**config.mk**
```make
export PLATFORM = sky130hd
export DESIGN_NAME = psram_access_arbiter_flat
export DESIGN_NICKNAME = d
export VERILOG_FILES = /design/src/rtl/psram_access_arbiter_if.sv /design/src/rtl/psram_access_arbiter.sv /design/src/flat_wrapper.sv
export SDC_FILE = /design/constraint.sdc
export NUM_CORES = 1
export LEC_CHECK = 0
export ABC_AREA = 1
export BUFFER_PORTS_ARGS = -buffer_cell sky130_fd_sc_hd__buf_2
export CAP_MARGIN = 20
export CORE_MARGIN = 2
export CORE_UTILIZATION = 36
export DETAILED_ROUTE_END_ITERATION = 12
export GPL_ROUTABILITY_DRIVEN = 0
export PLACE_DENSITY = 0.77
export REMOVE_ABC_BUFFERS = 1
export SLEW_MARGIN = 20
export SYNTH_ARGS = -nofsm -noshare
export SYNTH_HDL_FRONTEND = slang
export SYNTH_SLANG_ARGS = --single-unit
```
**constraint.sdc**
```tcl
create_clock -name clk -period 1.3 [get_ports clk]
set_input_delay 0.195 -clock clk [delete_from_list [all_inputs] [get_ports clk]]
set_output_delay 0.195 -clock clk [all_outputs]
set_load 0.01 [all_outputs]
```
**src/rtl/psram_access_arbiter_if.sv**
```systemverilog
// Requester and PSRAM-controller signal bundle around the access arbiter.
// The slave modport is the arbiter's view. The master modport is the surrounding system.
interface psram_access_arbiter_if #(
  parameter int ADDR_W = 21
) ();
  logic              wr_rq;
  logic              wr_ack;
  logic [ADDR_W-1:0] wr_addr;
  logic              wr_cmd_en;
  logic [31:0]       wr_data;
  logic              rd_rq;
  logic              rd_ack;
  logic [ADDR_W-1:0] rd_addr;
  logic              rd_cmd_en;
  logic [31:0]       rd_data;
  logic              rd_data_valid;
  logic              mem_cmd;
  logic              mem_cmd_en;
  logic [ADDR_W-1:0] mem_addr;
  logic [31:0]       mem_wr_data;
  logic [31:0]       mem_rd_data;
  logic              mem_rd_data_valid;

  modport slave (
    input  wr_rq, wr_addr, wr_cmd_en, wr_data,
    input  rd_rq, rd_addr, rd_cmd_en,
    input  mem_rd_data, mem_rd_data_valid,
    output wr_ack, rd_ack, rd_data, rd_data_valid,
    output mem_cmd, mem_cmd_en, mem_addr, mem_wr_data
  );

  modport master (
    output wr_rq, wr_addr, wr_cmd_en, wr_data,
    output rd_rq, rd_addr, rd_cmd_en,
    output mem_rd_data, mem_rd_data_valid,
    input  wr_ack, rd_ack, rd_data, rd_data_valid,
    input  mem_cmd, mem_cmd_en, mem_addr, mem_wr_data
  );
endinterface

```
**src/rtl/psram_access_arbiter.sv**
```systemverilog
// Round-robin burst arbiter sharing one PSRAM command port between the frame writer and the
// display reader. It includes a hold watchdog that masks a requester stuck on its grant.
module psram_access_arbiter #(
  parameter int TCMD     = 19,
  parameter int MAX_HOLD = 63,
  parameter int ADDR_W   = 21
) (
  input  logic clk,
  input  logic reset_n,
  input  logic mem_init_done_i,
  psram_access_arbiter_if.slave bus,
  output logic grant_wr_o,
  output logic grant_rd_o,
  output logic timeout_err_o
);

  localparam int HOLD_W = $clog2(MAX_HOLD + 1);
  localparam logic [5:0]        TCMD_C     = 6'(TCMD);
  localparam logic [HOLD_W-1:0] MAX_HOLD_C = HOLD_W'(MAX_HOLD);
  localparam logic [HOLD_W-1:0] HOLD_ONE_C = HOLD_W'(1);

  typedef enum logic [2:0] {
    INIT_WAIT = 3'd0,
    IDLE      = 3'd1,
    GRANT_WR  = 3'd2,
    GRANT_RD  = 3'd3,
    RELEASE   = 3'd4
  } state_e;

  state_e            state_q, state_d;
  logic              last_wr_q, last_wr_d;
  logic              wr_mask_q, wr_mask_d;
  logic              rd_mask_q, rd_mask_d;
  logic [5:0]        tcmd_cnt_q, tcmd_cnt_d;
  logic [HOLD_W-1:0] hold_cnt_q, hold_cnt_d;
  logic              wr_ack_q, wr_ack_d;
  logic              rd_ack_q, rd_ack_d;
  logic              timeout_q, timeout_d;
  logic              mem_cmd_q;
  logic [ADDR_W-1:0] mem_addr_q;

  logic              own_rq_s;
  logic              own_cmd_en_s;
  logic              mem_cmd_s;
  logic [ADDR_W-1:0] mem_addr_s;
  logic [31:0]       mem_wr_data_s;
  logic              wr_elig_s;
  logic              rd_elig_s;

  assign wr_elig_s = bus.wr_rq & ~wr_mask_q;
  assign rd_elig_s = bus.rd_rq & ~rd_mask_q;

  // Command mux driven straight from the registered owner, so forwarding adds no latency.
  always_comb begin
    own_rq_s      = 1'b0;
    own_cmd_en_s  = 1'b0;
    mem_cmd_s     = mem_cmd_q;
    mem_addr_s    = mem_addr_q;
    mem_wr_data_s = 32'h0000_0000;
    case (state_q)
      GRANT_WR: begin
        own_rq_s      = bus.wr_rq;
        own_cmd_en_s  = bus.wr_cmd_en;
        mem_cmd_s     = 1'b1;
        mem_addr_s    = bus.wr_addr;
        mem_wr_data_s = bus.wr_data;
      end
      GRANT_RD: begin
        own_rq_s      = bus.rd_rq;
        own_cmd_en_s  = bus.rd_cmd_en;
        mem_cmd_s     = 1'b0;
        mem_addr_s    = bus.rd_addr;
        mem_wr_data_s = bus.wr_data;
      end
      default: begin
        own_rq_s     = 1'b0;
        own_cmd_en_s = 1'b0;
      end
    endcase
  end

  // Arbitration, burst-time and watchdog next-state logic.
  always_comb begin
    state_d    = state_q;
    last_wr_d  = last_wr_q;
    wr_mask_d  = wr_mask_q & bus.wr_rq;
    rd_mask_d  = rd_mask_q & bus.rd_rq;
    tcmd_cnt_d = tcmd_cnt_q;
    hold_cnt_d = hold_cnt_q;
    wr_ack_d   = 1'b0;
    rd_ack_d   = 1'b0;
    timeout_d  = 1'b0;
    case (state_q)
      INIT_WAIT: begin
        if (mem_init_done_i) begin
          state_d = IDLE;
        end else begin
          state_d = INIT_WAIT;
        end
      end
      IDLE: begin
        // On a tie the side that did not own the port last time wins.
        if (wr_elig_s && (!rd_elig_s || !last_wr_q)) begin
          state_d    = GRANT_WR;
          last_wr_d  = 1'b1;
          wr_ack_d   = 1'b1;
          tcmd_cnt_d = 6'd0;
          hold_cnt_d = HOLD_ONE_C;
        end else if (rd_elig_s) begin
          state_d    = GRANT_RD;
          last_wr_d  = 1'b0;
          rd_ack_d   = 1'b1;
          tcmd_cnt_d = 6'd0;
          hold_cnt_d = HOLD_ONE_C;
        end else begin
          state_d = IDLE;
        end
      end
      GRANT_WR, GRANT_RD: begin
        if (own_cmd_en_s) begin
          tcmd_cnt_d = 6'd0;
        end else if (tcmd_cnt_q < TCMD_C) begin
          tcmd_cnt_d = tcmd_cnt_q + 6'd1;
        end else begin
          tcmd_cnt_d = tcmd_cnt_q;
        end
        if (hold_cnt_q < MAX_HOLD_C) begin
          hold_cnt_d = hold_cnt_q + HOLD_ONE_C;
        end else begin
          hold_cnt_d = hold_cnt_q;
        end
        if (!own_rq_s && (tcmd_cnt_q >= TCMD_C)) begin
          state_d = RELEASE;
        end else if (own_rq_s && (hold_cnt_q >= MAX_HOLD_C)) begin
          state_d   = RELEASE;
          timeout_d = 1'b1;
          if (state_q == GRANT_WR) begin
            wr_mask_d = 1'b1;
          end else begin
            rd_mask_d = 1'b1;
          end
        end else begin
          state_d = state_q;
        end
      end
      RELEASE: begin
        state_d = IDLE;
      end
      default: begin
        state_d = INIT_WAIT;
      end
    endcase
  end

  // State, counters, masks and registered pulse outputs.
  always_ff @(posedge clk or negedge reset_n) begin
    if (!reset_n) begin
      state_q    <= INIT_WAIT;
      last_wr_q  <= 1'b0;
      wr_mask_q  <= 1'b0;
      rd_mask_q  <= 1'b0;
      tcmd_cnt_q <= 6'd0;
      hold_cnt_q <= '0;
      wr_ack_q   <= 1'b0;
      rd_ack_q   <= 1'b0;
      timeout_q  <= 1'b0;
      mem_cmd_q  <= 1'b0;
      mem_addr_q <= '0;
    end else begin
      state_q    <= state_d;
      last_wr_q  <= last_wr_d;
      wr_mask_q  <= wr_mask_d;
      rd_mask_q  <= rd_mask_d;
      tcmd_cnt_q <= tcmd_cnt_d;
      hold_cnt_q <= hold_cnt_d;
      wr_ack_q   <= wr_ack_d;
      rd_ack_q   <= rd_ack_d;
      timeout_q  <= timeout_d;
      mem_cmd_q  <= mem_cmd_s;
      mem_addr_q <= mem_addr_s;
    end
  end

  assign bus.wr_ack        = wr_ack_q;
  assign bus.rd_ack        = rd_ack_q;
  assign bus.mem_cmd       = mem_cmd_s;
  assign bus.mem_cmd_en    = own_cmd_en_s;
  assign bus.mem_addr      = mem_addr_s;
  assign bus.mem_wr_data   = mem_wr_data_s;
  assign bus.rd_data       = bus.mem_rd_data;
  assign bus.rd_data_valid = bus.mem_rd_data_valid & (state_q == GRANT_RD);
  assign grant_wr_o        = (state_q == GRANT_WR);
  assign grant_rd_o        = (state_q == GRANT_RD);
  assign timeout_err_o     = timeout_q;

endmodule

```
**src/flat_wrapper.sv**
```systemverilog
// flat-port wrapper written by rule: the top's interface ports become plain ports
module psram_access_arbiter_flat 
#(
  parameter int TCMD     = 19,
  parameter int MAX_HOLD = 63,
  parameter int ADDR_W   = 21
)
  (clk, reset_n, mem_init_done_i, grant_wr_o, grant_rd_o, timeout_err_o, bus_wr_rq, bus_wr_addr, bus_wr_cmd_en, bus_wr_data, bus_rd_rq, bus_rd_addr, bus_rd_cmd_en, bus_mem_rd_data, bus_mem_rd_data_valid, bus_wr_ack, bus_rd_ack, bus_rd_data, bus_rd_data_valid, bus_mem_cmd, bus_mem_cmd_en, bus_mem_addr, bus_mem_wr_data);
  psram_access_arbiter_if #(.ADDR_W(ADDR_W)) bus_i ();
  input  logic clk;
  input  logic reset_n;
  input  logic mem_init_done_i;
  output logic grant_wr_o;
  output logic grant_rd_o;
  output logic timeout_err_o;
  input wire logic [$bits(bus_i.wr_rq)-1:0] bus_wr_rq;
  input wire logic [$bits(bus_i.wr_addr)-1:0] bus_wr_addr;
  input wire logic [$bits(bus_i.wr_cmd_en)-1:0] bus_wr_cmd_en;
  input wire logic [$bits(bus_i.wr_data)-1:0] bus_wr_data;
  input wire logic [$bits(bus_i.rd_rq)-1:0] bus_rd_rq;
  input wire logic [$bits(bus_i.rd_addr)-1:0] bus_rd_addr;
  input wire logic [$bits(bus_i.rd_cmd_en)-1:0] bus_rd_cmd_en;
  input wire logic [$bits(bus_i.mem_rd_data)-1:0] bus_mem_rd_data;
  input wire logic [$bits(bus_i.mem_rd_data_valid)-1:0] bus_mem_rd_data_valid;
  output wire logic [$bits(bus_i.wr_ack)-1:0] bus_wr_ack;
  output wire logic [$bits(bus_i.rd_ack)-1:0] bus_rd_ack;
  output wire logic [$bits(bus_i.rd_data)-1:0] bus_rd_data;
  output wire logic [$bits(bus_i.rd_data_valid)-1:0] bus_rd_data_valid;
  output wire logic [$bits(bus_i.mem_cmd)-1:0] bus_mem_cmd;
  output wire logic [$bits(bus_i.mem_cmd_en)-1:0] bus_mem_cmd_en;
  output wire logic [$bits(bus_i.mem_addr)-1:0] bus_mem_addr;
  output wire logic [$bits(bus_i.mem_wr_data)-1:0] bus_mem_wr_data;
  assign bus_i.wr_rq = bus_wr_rq;
  assign bus_i.wr_addr = bus_wr_addr;
  assign bus_i.wr_cmd_en = bus_wr_cmd_en;
  assign bus_i.wr_data = bus_wr_data;
  assign bus_i.rd_rq = bus_rd_rq;
  assign bus_i.rd_addr = bus_rd_addr;
  assign bus_i.rd_cmd_en = bus_rd_cmd_en;
  assign bus_i.mem_rd_data = bus_mem_rd_data;
  assign bus_i.mem_rd_data_valid = bus_mem_rd_data_valid;
  assign bus_wr_ack = bus_i.wr_ack;
  assign bus_rd_ack = bus_i.rd_ack;
  assign bus_rd_data = bus_i.rd_data;
  assign bus_rd_data_valid = bus_i.rd_data_valid;
  assign bus_mem_cmd = bus_i.mem_cmd;
  assign bus_mem_cmd_en = bus_i.mem_cmd_en;
  assign bus_mem_addr = bus_i.mem_addr;
  assign bus_mem_wr_data = bus_i.mem_wr_data;
  psram_access_arbiter #(.TCMD(TCMD), .MAX_HOLD(MAX_HOLD), .ADDR_W(ADDR_W)) u_core (.clk(clk), .reset_n(reset_n), .mem_init_done_i(mem_init_done_i), .bus(bus_i), .grant_wr_o(grant_wr_o), .grant_rd_o(grant_rd_o), .timeout_err_o(timeout_err_o));
endmodule
```
# == After elaboration in Yosys (flattened, before gate mapping) ==
# Index checks and enable logic that the tools add are counted.
# classes
n_addsub,2
n_lt_le_gt_ge,4
eq_ne,8
mux,38
bitwise,7
n_reduce_logical,14
# ops
operator,count
$mux 6,7
$pmux 21 s2,1
$mux 32,1
$pmux 6 s2,2
$mux 1,19
$add 6x1->6 const B,2
$pmux 3 s4,1
$mux 3,3
$ne 3x1->1 const B,3
$eq 3x2->1 const B,2
$ge 6x5->1 const B,1
$ge 6x6->1 const B,1
$lt 6x5->1 const B,1
$lt 6x6->1 const B,1
$pmux 1 s2,3
$reduce_and 3->1,2
$and 1x1->1,5
$reduce_bool 2->1,2
$eq 3x1->1 const B,1
$eq 3x3->1 const B,1
$logic_and 1x1->1,3
$logic_not 1->1,3
$logic_not 3->1,1
$mux 2,1
other kinds (5),6
# word_totals
register_bits,43
wordCells,84

# == Longest topological paths before layout ==
# Gate-level depths: netlist of run 1.
# logic_depth
depth_word,7
depth_mapped,9

# == Least setup slack after synthesis of run 1 ==
# Ideal clock, no wire load.
# synth_path
path_type,register to output
start,register u_core.state_q[0]
end,output bus_mem_addr[10]
arrival_ps,1176
required_ps,1105
slack_ps,-71
path_stages_with_launch,7
path_cell_list,dfrtp_1 inv_1 nand3_1 inv_1 buf_2 nand2_1 nand3_1
# synth_between
elab_chain_cells,2
# synth_lines
item,line_no,rtl
from (decl),psram_access_arbiter.sv:30,"state_e state_q, state_d;"
from (signal assigned),psram_access_arbiter.sv:170,state_q <= state_d;
$eq 3x2->1,-,
named net grant_wr_o,flat_wrapper.sv:13,output logic grant_wr_o;
$pmux 21 s2,psram_access_arbiter.sv:60,case (state_q)
to (decl),flat_wrapper.sv:31,output wire logic [$bits(bus_i.mem_addr)-1:0] bus_mem_addr;
# The timed path passes the listed nets, and every way through them passes these cells.

# == Final worst setup path of run 1 ==
# layout_path
start,register u_core.state_q[2]
end,output bus_mem_addr[17]
# layout_between
elab_chain_cells,2
# layout_lines
item,line_no
$eq 3x2->1,psram_access_arbiter.sv:60
$pmux 21 s2 *,psram_access_arbiter.sv:60
# Every way passes the cells marked *; elsewhere a longest branch is shown, timed or not.

==> metrics.yaml, run 1 <==
run_status:
  status: "complete, but fails checks"
  violations: "setup timing"
sta:
  hold_ws_ps: 129
  skew_ps: 6.49
  drv_slew: 0
  fmaxAchievable_mhz: 584
  finalCritPeriodShare_pct: 132
  slew_headroom_pct: 80.2
  worstMarginPinSlew_ps: 297
  setup_ws_ps: -411
  grt_setup_unrepaired: "yes"
  fin_crit_ps: 1710
  final-setup-viol-count: 82
  hold_viol: 0
clocking:
  cts_buffer_depth: 2
  cts_tree: "built"
  cts_buffers: 5
  cts_root_buf: "clkbuf_8"
  htree_num_levels: 2
  path_clk_slew_ps: 80
  clk_latency_ps: 300
  numClockSinks: 43
logic_synthesis:
  synth_seq_cells: 43
  seq_area_frac_synth_pct: 41.4
  ys_warn_count: 0
  netlist_instances: 360
  synth_area_um2: 2600
  ys_types: 27
  syn_area_per_cell_um2: 7.23
setup_path:
  end_kind: "output pin"
  crit_family: "buffers and inverters"
  path_max_fanout: 25
  worstPathCellList: "buf_6, nor2_4, inv_4, buf_12, nand2_1, nand3_2, buf_2"
  cp_num_buf_inv: 4
  crit_cells: 7
  worst-setup-path-type: "reg -> out"
  arrival_ps: 1520
  rr_worst_depth: 10
  critPathSlowestCell: "dfrtp_1"
  required_ps: 1110
  cp_slowest_stage_delay_ps: 410
  cp-start-kind: "flop"
layout:
  drive_gt1_share_pct: 56.0
  area_growth_pct: 73.5
  fin_cells: 641
  post-route-cell-area_um2: 4510
  fillers: 528
  nNetsFinal: 658
die:
  rows: 30
  boundaryPins: 207
  die_area_um2: 7920
  dieHeight_um: 89.0
  coreArea_um2: 6910
  start_util_pct: 37.7
  die_width_um: 89.0
grt:
  antenna_found_initial: 0
  grtUsageTotal_pct: 25.0
  grt_remaining_overflow: 0
  grt_max_degree: 34
  grt_pass1_wl_um: 14500
  grt_pass1_vias: 2895
min_path:
  hold_path_depth: 3
  min_path_type: "in -> reg"
drt:
  dr_total_vias: 3067
  drc: 0
  ant_nets: 0
  vias_per_cell: 4.78
  wl_per_cell_um: 17.5
  drtIter0Drc: 159
  first_pass_iters: 4
  wl_um: 11200
pwr:
  p_leak_uw: 0.00257
  p_total_uw: 10500
  vdd_ir_drop_max_uv: 860
  p_per_area_nw_per_um2: 2330
placement:
  place_hpwl_um: 6960
  port_buffers: 142
  dpl.cell_count: 594
  place_area_um2: 3480
flow_run:
  maxCapViolations: 0
-- state kept, by name (all words and copies together) (netlist names) --
signal and count:
u_core.hold_cnt_q 6, u_core.bus.rd_ack 1, u_core.bus.wr_ack 1, u_core.rd_mask_q 1, u_core.wr_mask_q 1, u_core.timeout_err_o 1, u_core.last_wr_q 1, u_core.state_q 3
u_core.mem_addr_q 21, u_core.mem_cmd_q 1, u_core.tcmd_cnt_q 6
-- layout make-up --
| type | instances | area [um^2] | share of cell area [%] |
|---|---|---|---|
| Antenna cell | 2 | 5.00 | 0.111 |
| Clock buffer | 5 | 68.8 | 1.52 |
| Clock inverter | 3 | 15.0 | 0.333 |
| Inverter | 52 | 213 | 4.71 |
| Multi-Input combinational cell | 222 | 1380 | 30.6 |
| Sequential cell | 43 | 1080 | 23.9 |
| Tap cell | 96 | 120 | 2.66 |
| Timing Repair Buffer | 218 | 1630 | 36.2 |
-- worst reg2reg max path, delay by kind of cell, from the launching register on --
kind / cells / cell delay, ps
AND/OR/NAND/NOR: 3 / 280
flip-flops: 1 / 410
buffers and inverters: 7 / 830
-- cell usage after synthesis --
cell / instances / area (um^2)
a21oi_1: 2 / 10.0
a21oi_2: 1 / 8.76
a22oi_1: 1 / 7.51
and2_1: 1 / 6.26
buf_2: 5 / 25.0
buf_4: 34 / 255
buf_6: 2 / 22.5
clkbuf_1: 2 / 7.51
dfrtp_1: 43 / 1080
ha_1: 2 / 25.0
inv_1: 50 / 188
inv_2: 2 / 7.51
nand2_1: 102 / 383
nand2_2: 3 / 18.8
nand2_4: 1 / 11.3
nand3_1: 32 / 160
nand3_2: 2 / 20.0
nand4_1: 6 / 37.5
nor2_1: 49 / 184
nor2_4: 2 / 22.5
nor3_1: 2 / 10.0
nor3_2: 1 / 10.0
o21ai_0: 6 / 30.0
o21ai_1: 1 / 5.00
o21ai_2: 3 / 26.3
xnor2_1: 2 / 17.5
xor2_1: 3 / 26.3
-- path summary, 6_finish.rpt --
| path | startpoint | to | slack, ps |
|---|---|---|---|
| setup / recovery | u_core.state_q[2] | bus_mem_addr[17] | -410 |
| hold / removal | bus_rd_addr[13] | u_core.mem_addr_q[13] | 130 |
| setup reg to reg | u_core.state_q[2] | u_core.mem_addr_q[3] | -320 |
| hold reg to reg | u_core.rd_mask_q | u_core.rd_mask_q | 490 |
| max in group asynchronous | reset_n | u_core.state_q[1] | 480 |
| min in group asynchronous | reset_n | u_core.mem_addr_q[13] | 330 |
-- per-stage QoR --
step / setup WS (ps) / TNS (ps) / utilization [%]
3_5_place_dp: -127 / -2760 / 50.3
5_1_grt: -482 / -28610 / 65.3
4_1_cts: -378 / -20440 / 61.2
6_report: -411 / -23360 / 65.4
3_3_place_gp: -76.6 / -1400 / 50.3
2_1_floorplan: -369 / -16720 / -
-- where the power goes --
group	total (uW)	internal, uW	leakage [uW]	switching (uW)
clock	843	368	0.0000477	474
combinational	7510	3880	0.00198	3630
sequential	2150	1870	0.000538	285
total	10500	6110	0.00257	4390
-- cell usage in the layout, fill, tap and decap left out, types with 2 or more instances in the layout --
master | netlist | routed
ha_1 | 2 | 2
nand3_2 | 2 | 11
clkbuf_16 | 0 | 2
inv_1 | 50 | 44
xor2_1 | 3 | 3
nand2_4 | 1 | 13
xnor2_1 | 2 | 2
dfrtp_1 | 43 | 42
inv_2 | 2 | 5
buf_2 | 5 | 124
inv_8 | 0 | 2
o21ai_2 | 3 | 4
buf_8 | 0 | 2
diode_2 | 0 | 2
buf_6 | 2 | 37
clkbuf_8 | 0 | 5
nor2_4 | 2 | 4
a21oi_2 | 1 | 3
clkinv_2 | 0 | 3
o21ai_0 | 6 | 4
nand2_1 | 102 | 76
nand3_1 | 32 | 14
nor2_1 | 49 | 42
buf_4 | 34 | 44
nand3_4 | 0 | 9
buf_12 | 0 | 6
nor2_2 | 0 | 5
buf_16 | 0 | 2
nand4_1 | 6 | 6
nand2_2 | 3 | 16
-- cells by family (layout without fill, tap and decap cells) --
kind of cell             count (synthesis)  after routing  share of synthesized area [%]
buffers and inverters                   95            278                           19.4
AND/OR/NAND/NOR                        201            201                           33.2
other                                    0              2                              0
adder cells (fa/ha/maj)                  2              2                          0.962
AO/OA/AOI/OAI                           14             14                           3.37
flip-flops                              43             43                           41.4
XOR/XNOR                                 5              5                           1.68
-- per-layer routing --
layer  wire length, um  GRT usage, %
met1              4280          28.8
met5                38          5.84
met4               193          5.83
met3              1090          10.2
met2              5630          43.1
-- timing repair --
action,4_1_cts,5_1_grt
gates cloned,3,2
pin swaps,13,19
hold buffers,1,0
endpoints found under the setup margin,70,92
buffers inserted,29,16
endpoints found under the hold margin,10,0
resized for setup,90,55
Power figures use the tool's default switching activity.
==> run 2: changes to the inputs <==
GPL_TIMING_DRIVEN = 0   (was default)
==> metrics.yaml, run 2 (synthesis gave the netlist of run 1 again) <==
run_status:
  status: "complete, but fails checks"
  violations: "setup timing"
clocking:
  path_clk_slew_ps: 80  # about the same
  clk_latency_ps: 290  # about the same
  htree_num_levels: 2  # unchanged
  cts_buffer_depth: 2  # unchanged
  cts_tree: "built"
  cts_root_buf: "clkbuf_8"
  cts_buffers: 5  # unchanged
  numClockSinks: 43  # unchanged
sta:
  setup_ws_ps: -537  # -125 ps
  slew_headroom_pct: 62.3  # -18 points
  skew_ps: 2.39  # -4.10 ps
  hold_viol: 0  # unchanged
  fin_crit_ps: 1840  # +125 ps
  worstMarginPinSlew_ps: 565  # +268 ps
  drv_slew: 0  # unchanged
  finalCritPeriodShare_pct: 141  # +9.6 points
  grt_setup_unrepaired: "yes"
  final-setup-viol-count: 86  # +4.9%
  fmaxAchievable_mhz: 544  # -6.8%
drt:
  ant_nets: 0  # unchanged
  drc: 0  # unchanged
  dr_total_vias: 3074  # +0.23%
  drtIter0Drc: 109  # -31%
  wl_per_cell_um: 18.3  # +4.6%
  wl_um: 11300  # +0.88%
  vias_per_cell: 4.97  # +4.0%
  first_pass_iters: 4  # unchanged
setup_path:
  rrSetupSlack_ps: -430  # -110 ps
  rr_endpoint: "u_core.state_q[1]"
  cp-start-kind: "flop"
  cp_slowest_stage_delay_ps: 480  # +70 ps
  reg2reg_from: "u_core.state_q[1]"
  critPathSlowestCell: "dfrtp_2"
  cp_num_buf_inv: 4  # unchanged
  worst-setup-path-type: "reg -> out"
  required_ps: 1110  # about the same
  path_max_fanout: 15  # -40%
  worstPathCellList: "inv_2, nor2_4, buf_12, inv_12, a22oi_2, nand2_1, buf_2"
  rr_worst_depth: 11  # +1
  arrival_ps: 1640  # +120 ps
  end_kind: "output pin"
  crit_family: "flip-flops"
min_path:
  hold_path_depth: 3  # unchanged
  hold_end: "u_core.mem_addr_q[13]"
  min_from: "bus_wr_addr[13]"
  min_path_type: "in -> reg"
layout:
  drive_gt1_share_pct: 54.3  # -1.7 points
  final_cell_mix: "buf_2 (117), nand2_1 (79), inv_1 (45)"
  final_common_cell: "buf_2"
  nNetsFinal: 634  # -3.6%
  reg_top3: "u_core.mem_addr_q x21, u_core.hold_cnt_q x6, u_core.tcmd_cnt_q x6"
  regMostFlops: "u_core.mem_addr_q"
  area_growth_pct: 63.0
  post-route-cell-area_um2: 4240  # -6.1%
  largest_reg_flops: 21  # unchanged
pwr:
  p_leak_uw: 0.00239  # -6.9%
  vdd_ir_drop_max_uv: 1140  # +33%
  p_per_area_nw_per_um2: 2250  # -3.2%
placement:
  place_area_um2: 3120  # -10%
  place_hpwl_um: 6500  # -6.6%
  port_buffers: 142  # unchanged
  dpl_worst_slack_ps: -802  # -675 ps
grt:
  grt_remaining_overflow: 0  # unchanged
  grt_pass1_wl_um: 14000  # -3.9%
  grt_pass1_vias: 2863  # -1.1%
  grt_max_degree: 44  # +29%
  grtUsageTotal_pct: 23.9  # -1.1 points
  antenna_found_initial: 0  # unchanged
die:
  start_util_pct: 37.7  # unchanged
  dieHeight_um: 89.0  # unchanged
  boundaryPins: 207  # unchanged
  die_width_um: 89.0  # unchanged
  rows: 30  # unchanged
  coreArea_um2: 6910  # unchanged
  die_area_um2: 7920  # unchanged
flow_run:
  maxCapViolations: 0  # unchanged
[run 2: cell count changes in the layout (fill, tap and decap cells not counted), sizes merged]
cell,delta
clkinvlp,+6
inv,-1
clkbuf,-1
buf,-28
diode,+1
[run 2: metal layers]
layer	vias up	part of all wire, %	track usage (%)
met5	-	0.33	5.84
met4	2	2.5	7.73
met3	41	10	10.3
met2	196	50	40.8
met1	1454	37	26.4
li1	1381	-	-
[run 2: through the flow]
step / setup TNS, ps / hold slack (ps) / total power [uW] / cells / util (%)
2_1_floorplan: -16720 / -101 / 4120 / 317 / -
3_3_place_gp: -47930 / 390 / 5390 / 555 / 45.2
3_5_place_dp: -51880 / 390 / 5480 / 555 / 45.2
4_1_cts: -25620 / 83.7 / 8280 / 597 / 55.1
5_1_grt: -39350 / 141 / 10100 / 615 / 61.3
6_report: -32700 / 134 / 9540 / 618 / 61.4
[run 2: worst max-delay path by stage]
stage | startpoint | to | slack, ps | depth (start not counted)
global route | u_core.state_q[1] | bus_mem_wr_data[9] | -740 | 6
CTS | u_core.state_q[2] | bus_mem_addr[18] | -510 | 6
floorplan | u_core.state_q[1] | u_core.hold_cnt_q[5] | -370 | 8
finish | u_core.state_q[1] | bus_mem_addr[18] | -540 | 7
global placement | u_core.state_q[2] | bus_mem_addr[8] | -720 | 6
detailed placement | u_core.state_q[2] | bus_mem_addr[6] | -800 | 6
[run 2: area by class of cell]
cell class | instances | area [um^2]
fill | 557 | 2670
multi-input combinational | 222 | 1350
timing repair buffer | 188 | 1310
sequential | 43 | 1080
inverter | 52 | 220
tap | 96 | 120
clock buffer | 6 | 72.6
timing repair inverter | 6 | 66.3
clock inverter | 2 | 12.5
antenna | 3 | 7.51
[run 2: repair_timing]
item                       in CTS  in global routing
setup buffers                  32                 20
hold buffers                    0                  1
setup endpoints to repair      98                 89
gates cloned                    6                  0
hold endpoints to repair        0                 43
pin swaps                      14                 22
resized for setup              84                 68
[run 2: worst register-to-register path, stage by stage (launching register included)]
cell,delay (ps)
dfrtp_2,480
inv_2,70
nor2_4,180
buf_4,150
buf_6,90
buf_8,110
buf_4,130
nand3_2,80
nand2_2,80
nand2_4,90
nand3_1,110
nand2_1,60
[run 2: where the power goes]
group          internal, uW  total [uW]  switching (uW)  leakage, uW
Combinational          3060        6500            3440      0.00181
Sequential             1870        2200             330     0.000535
Clock                   376         849             472    0.0000412
